## src/rtl/fir_pkg.sv

```systemverilog
// Shared widths, coefficient table, term arithmetic and FSM encoding for the
// time-multiplexed 25-tap FIR.
package fir_pkg;

    localparam int TAPS     = 25;
    localparam int X_W      = 19;
    localparam int H_W      = 18;
    localparam int P_W      = 37;
    localparam int ACC_W    = 22;
    localparam int Y_W      = 20;
    localparam int TAP_W    = $clog2(TAPS);
    localparam int TERM_MSB = 34;
    localparam int TERM_LSB = 14;

    typedef logic signed [X_W-1:0]   sample_t;
    typedef logic signed [H_W-1:0]   coef_t;
    typedef logic signed [P_W-1:0]   product_t;
    typedef logic signed [ACC_W-1:0] acc_t;
    typedef logic signed [Y_W-1:0]   y_t;
    typedef logic [TAP_W-1:0]        tap_t;

    typedef enum logic [1:0] {
        ST_IDLE = 2'd0,
        ST_MAC  = 2'd1,
        ST_HOLD = 2'd2
    } state_t;

    // Symmetric table: h[i] == h[24-i]; only defined for a 25-tap filter.
    function automatic coef_t coef_at(input tap_t idx);
        coef_t h;
        h = '0;
        case (idx)
            5'd1,  5'd23: h = 18'sd3346;
            5'd2,  5'd22: h = 18'sd5676;
            5'd3,  5'd21: h = 18'sd4815;
            5'd4,  5'd20: h = -18'sd1;
            5'd5,  5'd19: h = -18'sd7017;
            5'd6,  5'd18: h = -18'sd12165;
            5'd7,  5'd17: h = -18'sd10759;
            5'd9,  5'd15: h = 18'sd19029;
            5'd10, 5'd14: h = 18'sd41115;
            5'd11, 5'd13: h = 18'sd58787;
            5'd12:        h = 18'sd65536;
            default:      h = '0;
        endcase
        return h;
    endfunction

    function automatic acc_t mac_term(input sample_t x, input coef_t h);
        product_t p;
        p = product_t'(x) * product_t'(h);
        return acc_t'(signed'(p[TERM_MSB:TERM_LSB]));
    endfunction

endpackage

```

## src/rtl/fir_serial_mac_if.sv

```systemverilog
// Sample-in / result-out handshake bundle for fir_serial_mac.
interface fir_serial_mac_if;

    logic             in_valid;
    logic             in_ready;
    fir_pkg::sample_t input_x;
    logic             out_valid;
    logic             out_ready;
    fir_pkg::y_t      output_y;

    modport master (
        output in_valid,
        output input_x,
        output out_ready,
        input  in_ready,
        input  out_valid,
        input  output_y
    );

    modport slave (
        input  in_valid,
        input  input_x,
        input  out_ready,
        output in_ready,
        output out_valid,
        output output_y
    );

endinterface

```

## src/rtl/fir_sample_buf.sv

```systemverilog
// Circular sample history: one write port at the write pointer, one read port
// returning x[n-i] for tap i, cleared by reset.
module fir_sample_buf
    import fir_pkg::*;
#(
    parameter int DEPTH = TAPS
)
(
    input  logic    clk,
    input  logic    rst,
    input  logic    i_wr_en,
    input  sample_t i_wr_data,
    input  logic    i_advance,
    input  tap_t    i_rd_tap,
    output sample_t o_rd_data
);

    sample_t r_hist [DEPTH];
    tap_t    r_wptr;
    tap_t    w_rd_addr;

    // (write pointer - tap) mod DEPTH without a divider.
    always_comb begin
        if (r_wptr >= i_rd_tap) begin
            w_rd_addr = r_wptr - i_rd_tap;
        end else begin
            w_rd_addr = r_wptr + tap_t'(DEPTH) - i_rd_tap;
        end
    end

    assign o_rd_data = r_hist[w_rd_addr];

    always_ff @(posedge clk) begin
        if (!rst) begin
            r_wptr <= '0;
            // NOTE: the history is cleared on reset because later outputs must
            // assume zero prior samples; this keeps it in flops, not RAM.
            for (int i = 0; i < DEPTH; i++) begin
                r_hist[i] <= '0;
            end
        end else begin
            if (i_wr_en) begin
                r_hist[r_wptr] <= i_wr_data;
            end
            if (i_advance) begin
                r_wptr <= (r_wptr == tap_t'(DEPTH - 1)) ? '0 : r_wptr + tap_t'(1);
            end
        end
    end

endmodule

```

## src/rtl/fir_serial_mac.sv

```systemverilog
// 25-tap FIR with one shared multiplier: accepts a sample, spends 25 cycles
// accumulating taps, then holds the result until downstream takes it.
module fir_serial_mac
    import fir_pkg::state_t, fir_pkg::ST_IDLE, fir_pkg::ST_MAC, fir_pkg::ST_HOLD,
           fir_pkg::sample_t, fir_pkg::acc_t, fir_pkg::y_t, fir_pkg::tap_t,
           fir_pkg::ACC_W, fir_pkg::coef_at, fir_pkg::mac_term;
#(
    parameter int TAPS = fir_pkg::TAPS
)
(
    input  logic           clk,
    input  logic           rst,
    fir_serial_mac_if.slave bus
);

    state_t  r_state;
    state_t  w_state_nxt;
    acc_t    r_acc;
    acc_t    w_acc_nxt;
    tap_t    r_tap;
    tap_t    w_tap_nxt;
    y_t      r_y;
    y_t      w_y_nxt;
    logic    r_out_valid;
    logic    w_out_valid_nxt;
    logic    w_in_ready;
    logic    w_wr_en;
    logic    w_advance;
    sample_t w_hist_x;
    acc_t    w_term;

    // The pointer advances only once the last tap is read, so during MAC the
    // current sample sits exactly at the write pointer.
    fir_sample_buf #(
        .DEPTH (TAPS)
    ) u_sample_buf (
        .clk       (clk),
        .rst       (rst),
        .i_wr_en   (w_wr_en),
        .i_wr_data (bus.input_x),
        .i_advance (w_advance),
        .i_rd_tap  (r_tap),
        .o_rd_data (w_hist_x)
    );

    assign w_term = mac_term(w_hist_x, coef_at(r_tap));

    always_ff @(posedge clk) begin
        if (!rst) begin
            r_state     <= ST_IDLE;
            r_acc       <= '0;
            r_tap       <= '0;
            r_y         <= '0;
            r_out_valid <= 1'b0;
        end else begin
            // NOTE: non-blocking assignments here so every register samples the
            // pre-edge values computed by the combinational block below.
            r_state     <= w_state_nxt;
            r_acc       <= w_acc_nxt;
            r_tap       <= w_tap_nxt;
            r_y         <= w_y_nxt;
            r_out_valid <= w_out_valid_nxt;
        end
    end

    always_comb begin
        // NOTE: every output gets a default first so no path infers a latch.
        w_state_nxt     = r_state;
        w_acc_nxt       = r_acc;
        w_tap_nxt       = r_tap;
        w_y_nxt         = r_y;
        w_out_valid_nxt = r_out_valid;
        w_in_ready      = 1'b0;
        w_wr_en         = 1'b0;
        w_advance       = 1'b0;

        case (r_state)
            ST_IDLE: begin
                w_in_ready = 1'b1;
                if (bus.in_valid) begin
                    w_wr_en     = 1'b1;
                    w_acc_nxt   = '0;
                    w_tap_nxt   = '0;
                    w_state_nxt = ST_MAC;
                end
            end

            ST_MAC: begin
                w_acc_nxt = r_acc + w_term;
                if (r_tap == tap_t'(TAPS - 1)) begin
                    w_y_nxt         = w_acc_nxt[ACC_W-1:2];
                    w_out_valid_nxt = 1'b1;
                    w_advance       = 1'b1;
                    w_state_nxt     = ST_HOLD;
                end else begin
                    w_tap_nxt = r_tap + tap_t'(1);
                end
            end

            ST_HOLD: begin
                if (bus.out_ready) begin
                    w_out_valid_nxt = 1'b0;
                    w_state_nxt     = ST_IDLE;
                end
            end

            default: begin
                w_state_nxt = ST_IDLE;
            end
        endcase
    end

    assign bus.in_ready  = w_in_ready;
    assign bus.out_valid = r_out_valid;
    assign bus.output_y  = r_y;

endmodule

```

## src/flat_wrapper.sv

```systemverilog
// flat-port wrapper written by rule: the top's interface ports become plain ports
module fir_serial_mac_flat import fir_pkg::state_t, fir_pkg::ST_IDLE, fir_pkg::ST_MAC, fir_pkg::ST_HOLD,
           fir_pkg::sample_t, fir_pkg::acc_t, fir_pkg::y_t, fir_pkg::tap_t,
           fir_pkg::ACC_W, fir_pkg::coef_at, fir_pkg::mac_term;
#(
    parameter int TAPS = fir_pkg::TAPS
)
  (clk, rst, bus_in_valid, bus_input_x, bus_out_ready, bus_in_ready, bus_out_valid, bus_output_y);
  fir_serial_mac_if bus_i ();
  input  logic clk;
  input  logic rst;
  input wire logic [$bits(bus_i.in_valid)-1:0] bus_in_valid;
  input wire logic [$bits(bus_i.input_x)-1:0] bus_input_x;
  input wire logic [$bits(bus_i.out_ready)-1:0] bus_out_ready;
  output wire logic [$bits(bus_i.in_ready)-1:0] bus_in_ready;
  output wire logic [$bits(bus_i.out_valid)-1:0] bus_out_valid;
  output wire logic [$bits(bus_i.output_y)-1:0] bus_output_y;
  assign bus_i.in_valid = bus_in_valid;
  assign bus_i.input_x = bus_input_x;
  assign bus_i.out_ready = bus_out_ready;
  assign bus_in_ready = bus_i.in_ready;
  assign bus_out_valid = bus_i.out_valid;
  assign bus_output_y = bus_i.output_y;
  fir_serial_mac #(.TAPS(TAPS)) u_core (.clk(clk), .rst(rst), .bus(bus_i));
endmodule
```

## config.mk

```make
export PLATFORM = sky130hd
export DESIGN_NAME = fir_serial_mac_flat
export DESIGN_NICKNAME = d
export VERILOG_FILES = /design/src/rtl/fir_pkg.sv /design/src/rtl/fir_serial_mac_if.sv /design/src/rtl/fir_sample_buf.sv /design/src/rtl/fir_serial_mac.sv /design/src/flat_wrapper.sv
export SDC_FILE = /design/constraint.sdc
export NUM_CORES = 2
export LEC_CHECK = 0
export CORE_ASPECT_RATIO = 0.8
export CORE_MARGIN = 10
export CORE_UTILIZATION = 58
export DETAILED_ROUTE_END_ITERATION = 12
export HOLD_SLACK_MARGIN = 0.06
export PLACE_DENSITY = 0.82
export SYNTH_ARGS = -nofsm -noshare
export SYNTH_HDL_FRONTEND = slang
export SYNTH_SLANG_ARGS = --single-unit
```

## constraint.sdc

```tcl
create_clock -name clk -period 11.9 [get_ports clk]
set_clock_uncertainty 0.05 [all_clocks]
set_input_delay 2.38 -clock clk [delete_from_list [all_inputs] [get_ports clk]]
set_output_delay 2.38 -clock clk [all_outputs]
set_load 0.02 [all_outputs]
```

* Word-level counts from Yosys, hierarchy flattened
Memories as Yosys holds them, arrays and structs flattened. A register that Yosys moved wholly into a read port is not among the register bits.
Cells that the tools add are included.
** Word-level totals
- Register bits after elaboration :: 55
- Memory bits (writable) :: 475
- Memory bits (read-only) :: 576
- Bits of input ports :: 23
- Output and inout bits :: 22
- Logic and storage cells :: 61
- Memories :: 2
** Cells by class
- $add $sub $neg :: 6
- $mul :: 1
- Order comparisons :: 1
- Equality and inequality tests :: 8
- Multiplexer cells :: 28
- Reductions and logical operators :: 9
** Memories
- (name not given) :: words 32, width 18, rd ports 1, clocked after Yosys merged registers in 1, write ports 0, RTL line fir_pkg.sv:32 : case (idx)
- u_core.u_sample_buf.r_hist :: words 25, width 19, rd ports 1, clocked after Yosys merged registers in 0, write ports 25, RTL line fir_sample_buf.sv:18 : sample_t r_hist [DEPTH];
** Operators by type and width (number)
- $pmux W22 S2 :: 1
- $mul A19 B18 Y35 :: 1
- $mux W5 :: 7
- $add A22 B21 Y22 :: 1
- $mux W22 :: 1
- $mux W19 :: 1
- $reduce_or A19 Y1 :: 1
- $mux W1 :: 12
- $add A5 B1 Y5 const B :: 2
- $eq A5 B5 Y1 const B :: 2
- $pmux W5 S2 :: 1
- $sub A5 B5 Y5 :: 2
- $reduce_and A3 Y1 :: 3
- $mux W2 :: 3
- $ne A2 B2 Y1 const B :: 3
- $pmux W2 S3 :: 1
- $add A5 B5 Y5 const B :: 1
- $ge A5 B5 Y1 :: 1
- $reduce_and A2 Y1 :: 2
- $reduce_bool A2 Y1 :: 2
- $eq A2 B1 Y1 const B :: 1
- $eq A2 B2 Y1 const B :: 1
- $logic_not A2 Y1 :: 1
- $ne A2 B1 Y1 const B :: 1
- $pmux W1 S2 :: 1

* Depth between registers and ports, before layout
- Depth in word-level cells :: 7
- Depth in mapped cells :: 55
- Depth with buffers taken out :: 53

* Hierarchy
A second synthesis with hierarchy kept.
** Unflattened totals
- Cells, all modules :: 4142
- Area, all modules :: 44084.8 µm²
** Modules (own cells, without submodules)
- fir_sample_buf :: times used 1, cells each 2380, area an instance 28397.2 µm², sequential area each 18357.6 µm²
- fir_serial_mac :: times used 1, cells each 1762, area an instance 15687.5 µm², sequential area each 1361.3 µm²

* Worst setup path before layout
No wires, ideal clock.
- Path type :: register -> register
- Start :: register u_core.u_sample_buf.r_wptr[0]
- End :: register u_core.r_y[18], in the netlist u_core.bus.output_y[18]
- Library setup time :: 0.071 ns
- Arrival time :: 12.275 ns
- Data required time :: 11.779 ns
- Path slack :: -0.496 ns
- Cell stages (with the launch flop) :: 56
- Path buffers :: 6
- Clock period less this slack :: 12.396 ns
- Cell sequence :: dfxtp_1 -> inv_1 -> ha_1 -> buf_2 -> nor2b_1 -> o21a_2 -> o21ai_4 -> xnor2_2 -> buf_2 -> buf_2 -> buf_2 -> buf_1 -> mux4_2 -> a211oi_1 -> a31oi_1 -> mux2_2 -> clkbuf_1 -> nand2_1 -> [... 20 more ...] -> inv_1 -> fa_1 -> nor2b_1 -> o21ai_0 -> a21boi_0 -> o21ai_0 -> a21boi_0 -> o21ai_0 -> a21boi_0 -> o21ai_0 -> a21boi_0 -> o41ai_1 -> o21ai_0 -> nor4_1 -> o41ai_1 -> xor2_1 -> nand2_1 -> a21oi_1
** Between the ends
- Cells in the longest elaborated chain, start to end :: 6
- Elaborated cells on any way between the ends :: 8
- Those cells by class :: 4 x add/sub; 1 x mul; 1 x order compare; 1 x mux; 1 x memory
** Ends and longest elaborated chain
- from (decl) :: RTL line fir_sample_buf.sv:19 : tap_t r_wptr;
- from (signal assigned) :: RTL line fir_sample_buf.sv:46 : r_wptr <= (r_wptr == tap_t'(DEPTH - 1)) ? '0 : r_wptr + tap_t'(1);
- $add A5 B5 Y5 :: RTL line fir_sample_buf.sv:27 : w_rd_addr = r_wptr + tap_t'(DEPTH) - i_rd_tap;
- $sub A5 B5 Y5 :: RTL line fir_sample_buf.sv:27
- $mux W5 * :: RTL line fir_sample_buf.sv:24 : if (r_wptr >= i_rd_tap) begin
- $mem_v2 Z25 W19 *
- $mul A19 B18 Y35 * :: RTL line fir_pkg.sv:51 : p = product_t'(x) * product_t'(h);
- $add A22 B21 Y22 * :: RTL line fir_serial_mac.sv:89 : w_acc_nxt = r_acc + w_term;
- to (signal assigned) :: RTL line fir_serial_mac.sv:61 : r_y <= w_y_nxt;
- to (decl) :: RTL line fir_serial_mac.sv:22 : y_t r_y;
Mark *: on every way between the ends. The rest lies on a longest branch, timed or not.
A chain may end at the register's enable or synchronous reset.

* Final worst setup path
- Start :: register u_core.u_sample_buf.r_wptr[1]
- End :: register u_core.r_acc[21]
** Between the ends
- Cells in the longest elaborated chain, start to end :: 7
- Elaborated cells on any way between the ends :: 9
- Those cells by class :: 4 x add/sub; 1 x mul; 1 x order compare; 2 x mux; 1 x memory
** Ends and longest elaborated chain
- $add A5 B5 Y5 :: RTL line fir_sample_buf.sv:27
- $sub A5 B5 Y5 :: RTL line fir_sample_buf.sv:27
- $mux W5 * :: RTL line fir_sample_buf.sv:24
- $mem_v2 Z25 W19 *
- $mul A19 B18 Y35 * :: RTL line fir_pkg.sv:51
- $add A22 B21 Y22 * :: RTL line fir_serial_mac.sv:89
- $pmux W22 S2 * :: RTL line fir_serial_mac.sv:77 : case (r_state)
- to (signal assigned) :: RTL line fir_serial_mac.sv:59 : r_acc <= w_acc_nxt;
- to (decl) :: RTL line fir_serial_mac.sv:18 : acc_t r_acc;
Marks and branches as above.

==> reports/summary.txt <==
Synth top area share = 0.422
dominant synthesized flop cell = edfxtp_1
yosys warns = 0
Remaining DRCs = 0
Clock Tree Root = clkbuf_16
Async S/R FF share, synth = 0
synth top area cells = edfxtp_1 (42%), fa_1 (15%), and2_1 (8.5%)
crit path time final = 11.61 ns
vias in the first global route = 29995
CTS tree = built
most frequent cell after synthesis = edfxtp_1
type of origin of the critical path = flop
# IOs = 45
Hold WC Path Type = reg -> reg
Pint = 0.00508 W
Cell variety after synth = 68
ANT nets after route = 0
relative slew slack = 0.107
area of the multi-input gates = 21900 um^2
clock-pin slew on the worst setup and hold paths = 0.06 ns
outcome = completed
Yosys top cell by area = edfxtp_1
Syn-to-layout area delta = 14.3%
Post-Syn Area = 43200 um^2
total clock sinks = 681
CTS Buf Count = 69
cell mode on critical path = buf_4
setup ws final = 0.292 ns
period utilization = 0.975
Initial Util = 0.585
Seq pwr share = 0.362
Fin. Hold Viols = 0
NetSw = 0.00260 W
Initial DRT Pass Iterations = 6
core area = 73800 um^2
Sw Share = 0.338
clock power share = 0.282
Layout Utilization = 0.669
drt via density = 6.16
worst slew pin tran = 1.33 ns
Leakage = 19.8 nW
worst ir drop on vdd = 0.000124 V
crit-path max FO = 20
fillers = 4942
commonest cells in the netlist = edfxtp_1 (608), and2_1 (584), inv_1 (432)
Critical Path Sink Type = flop
Critical Path RT = 12.36 ns
Mean Syn Cell Area = 12.1 um^2
register area share after synthesis = 0.456
DIE AREA = 85900 um^2
Cell Rows = 89
syn nets = 4069
Slew Limit Fails = 0
largest net degree at the start of global routing = 50
Routed met1 length = 45200 um
PortBufs = 44
Die Y = 264 um
Detail Placement HPWL = 82800 um
GR Overflow Total = 0
Synth Register Bits = 681
Fmax = 86.1 MHz
clk_lat worst skew = 0.64 ns
share of cells above drive strength 1 = 0.173
WL final = 120000 um
Layout Nets = 4237
Critical Path AT = 12.07 ns
CP max-delay cell = or4_4
dpl cells = 4619
Routed wire per std cell = 25.0 um
fin cells = 4796
combinational power share = 0.355
Largest stage delay, worst path = 0.55 ns
number of synthesized flops with an enable pin = 608
Total GRT Usage = 0.275
final setup fails = 0
pre-CTS setup slack = -0.455 ns
Top Metal Used = met5
Reg area = 19700 um^2
first-pass GRT wire length = 181000 um
WS Path Type = reg -> reg
GP Congestion = 0.941
Die Width = 325 um
Fin Setup TNS = 0 ns
Pwr per Cell Area = 155 nW/um^2
CTS H-tree lvls = 3
clk buf depth = 3
Vias = 29546
met2 WL post-DR = 52600 um
Detailed Route Iter0 Violations = 4481
Max Cap Viol = 0
met3 wire length = 17900 um
Syn Inst Count = 3574
initial antenna violation count = 3
## cell families (layout without fill, tap and decap cells)
family | Yosys count | count (layout) | synth area share
AO/OA/AOI/OAI | 329 | 329 | 0.0488
buffers and inverters | 631 | 851 | 0.0551
AND/OR/NAND/NOR | 1217 | 1217 | 0.149
adder cells (fa/ha/maj) | 472 | 472 | 0.194
other | 0 | 1 | 0
flip-flops | 681 | 681 | 0.456
XOR/XNOR | 60 | 60 | 0.0127
multiplexers | 184 | 184 | 0.0837
## area by class of cell
class                      instances  share of cell area
clock inverter                    39             0.00828
clock buffer                      84              0.0361
antenna                            1           0.0000506
inverter                         434              0.0330
sequential                       681               0.399
timing repair buffer             294              0.0545
multi-input combinational       2262               0.444
tap                             1001              0.0253
## power by group through the flow
stage	logic [W]	registers [W]	clock network (W)
after floorplan	0.00171	0.00280	0
after detailed placement	0.00247	0.00282	0
final	0.00273	0.00278	0.00217
after CTS	0.00250	0.00278	0.00217
after global placement	0.00241	0.00282	0
after global routing	0.00298	0.00279	0.00226
## repair_timing
| item | CTS | global route |
|---|---|---|
| gates cloned | 0 | 2 |
| setup endpoints to repair | 12 | 20 |
| pin swaps | 4 | 47 |
| gates resized for setup | 14 | 144 |
| buffers inserted | 3 | 46 |
| hold buffers | 0 | 0 |
## sequential cells by signal (all words and copies together), names as in the netlist, named ones only
register                    flops
u_core.u_sample_buf.r_hist    608
u_core.r_acc                   22
u_core.r_state                  2
u_core.bus.output_y            20
u_core.bus.out_valid            1
u_core.u_sample_buf.r_wptr      5
u_core.r_tap                    5
## path summary, 6_finish.rpt
path / start / end / slack (ns) / cells past startpoint
min: u_core.bus.output_y[14]$_SDFFE_PN0P_ / u_core.bus.output_y[14]$_SDFFE_PN0P_ / 0.40 / 2
min reg2reg: u_core.bus.output_y[14]$_SDFFE_PN0P_ / u_core.bus.output_y[14]$_SDFFE_PN0P_ / 0.40 / 2
max: u_core.u_sample_buf.r_wptr[1]$_SDFFE_PN0P_ / u_core.r_acc[21]$_SDFFE_PN0P_ / 0.29 / 57
max reg2reg: u_core.u_sample_buf.r_wptr[1]$_SDFFE_PN0P_ / u_core.r_acc[21]$_SDFFE_PN0P_ / 0.29 / 57
## through the flow
step           total power (W)  hold slack, ns  area, um^2
2_1_floorplan          0.00450           0.422       43300
3_3_place_gp           0.00522           0.393       46100
3_5_place_dp           0.00529           0.396       46100
4_1_cts                0.00745           0.405       48300
5_1_grt                0.00803           0.427       49400
6_report               0.00767           0.402       49400
## routing by layer
layer,up-vias,track usage
li1,12340,-
met1,14697,0.384
met2,2189,0.403
met3,316,0.0911
met4,4,0.0926
met5,-,0
## layout by cell type, fill, tap and decap left out, types with 71 or more instances in the layout
cell / count
mux4_2: 140
ha_1: 128
edfxtp_1: 608
buf_4: 211
and2_1: 583
clkbuf_16: 71
fa_1: 330
inv_1: 426
nor2_1: 154
nand2_1: 283
## worst max-delay path: cells and delay by family, from the launching register on
kind / cells / cell delay (ns)
DFF: 1 / 0.35
AOI/OAI and AO/OA: 21 / 3.98
xor gates and xnor gates: 3 / 0.55
muxes: 1 / 0.12
adders and majority gates: 11 / 3.58
and+or+nand+nor: 9 / 1.51
buffers and inverters: 12 / 1.33
Note: power is estimated with default switching activity, not from simulation.
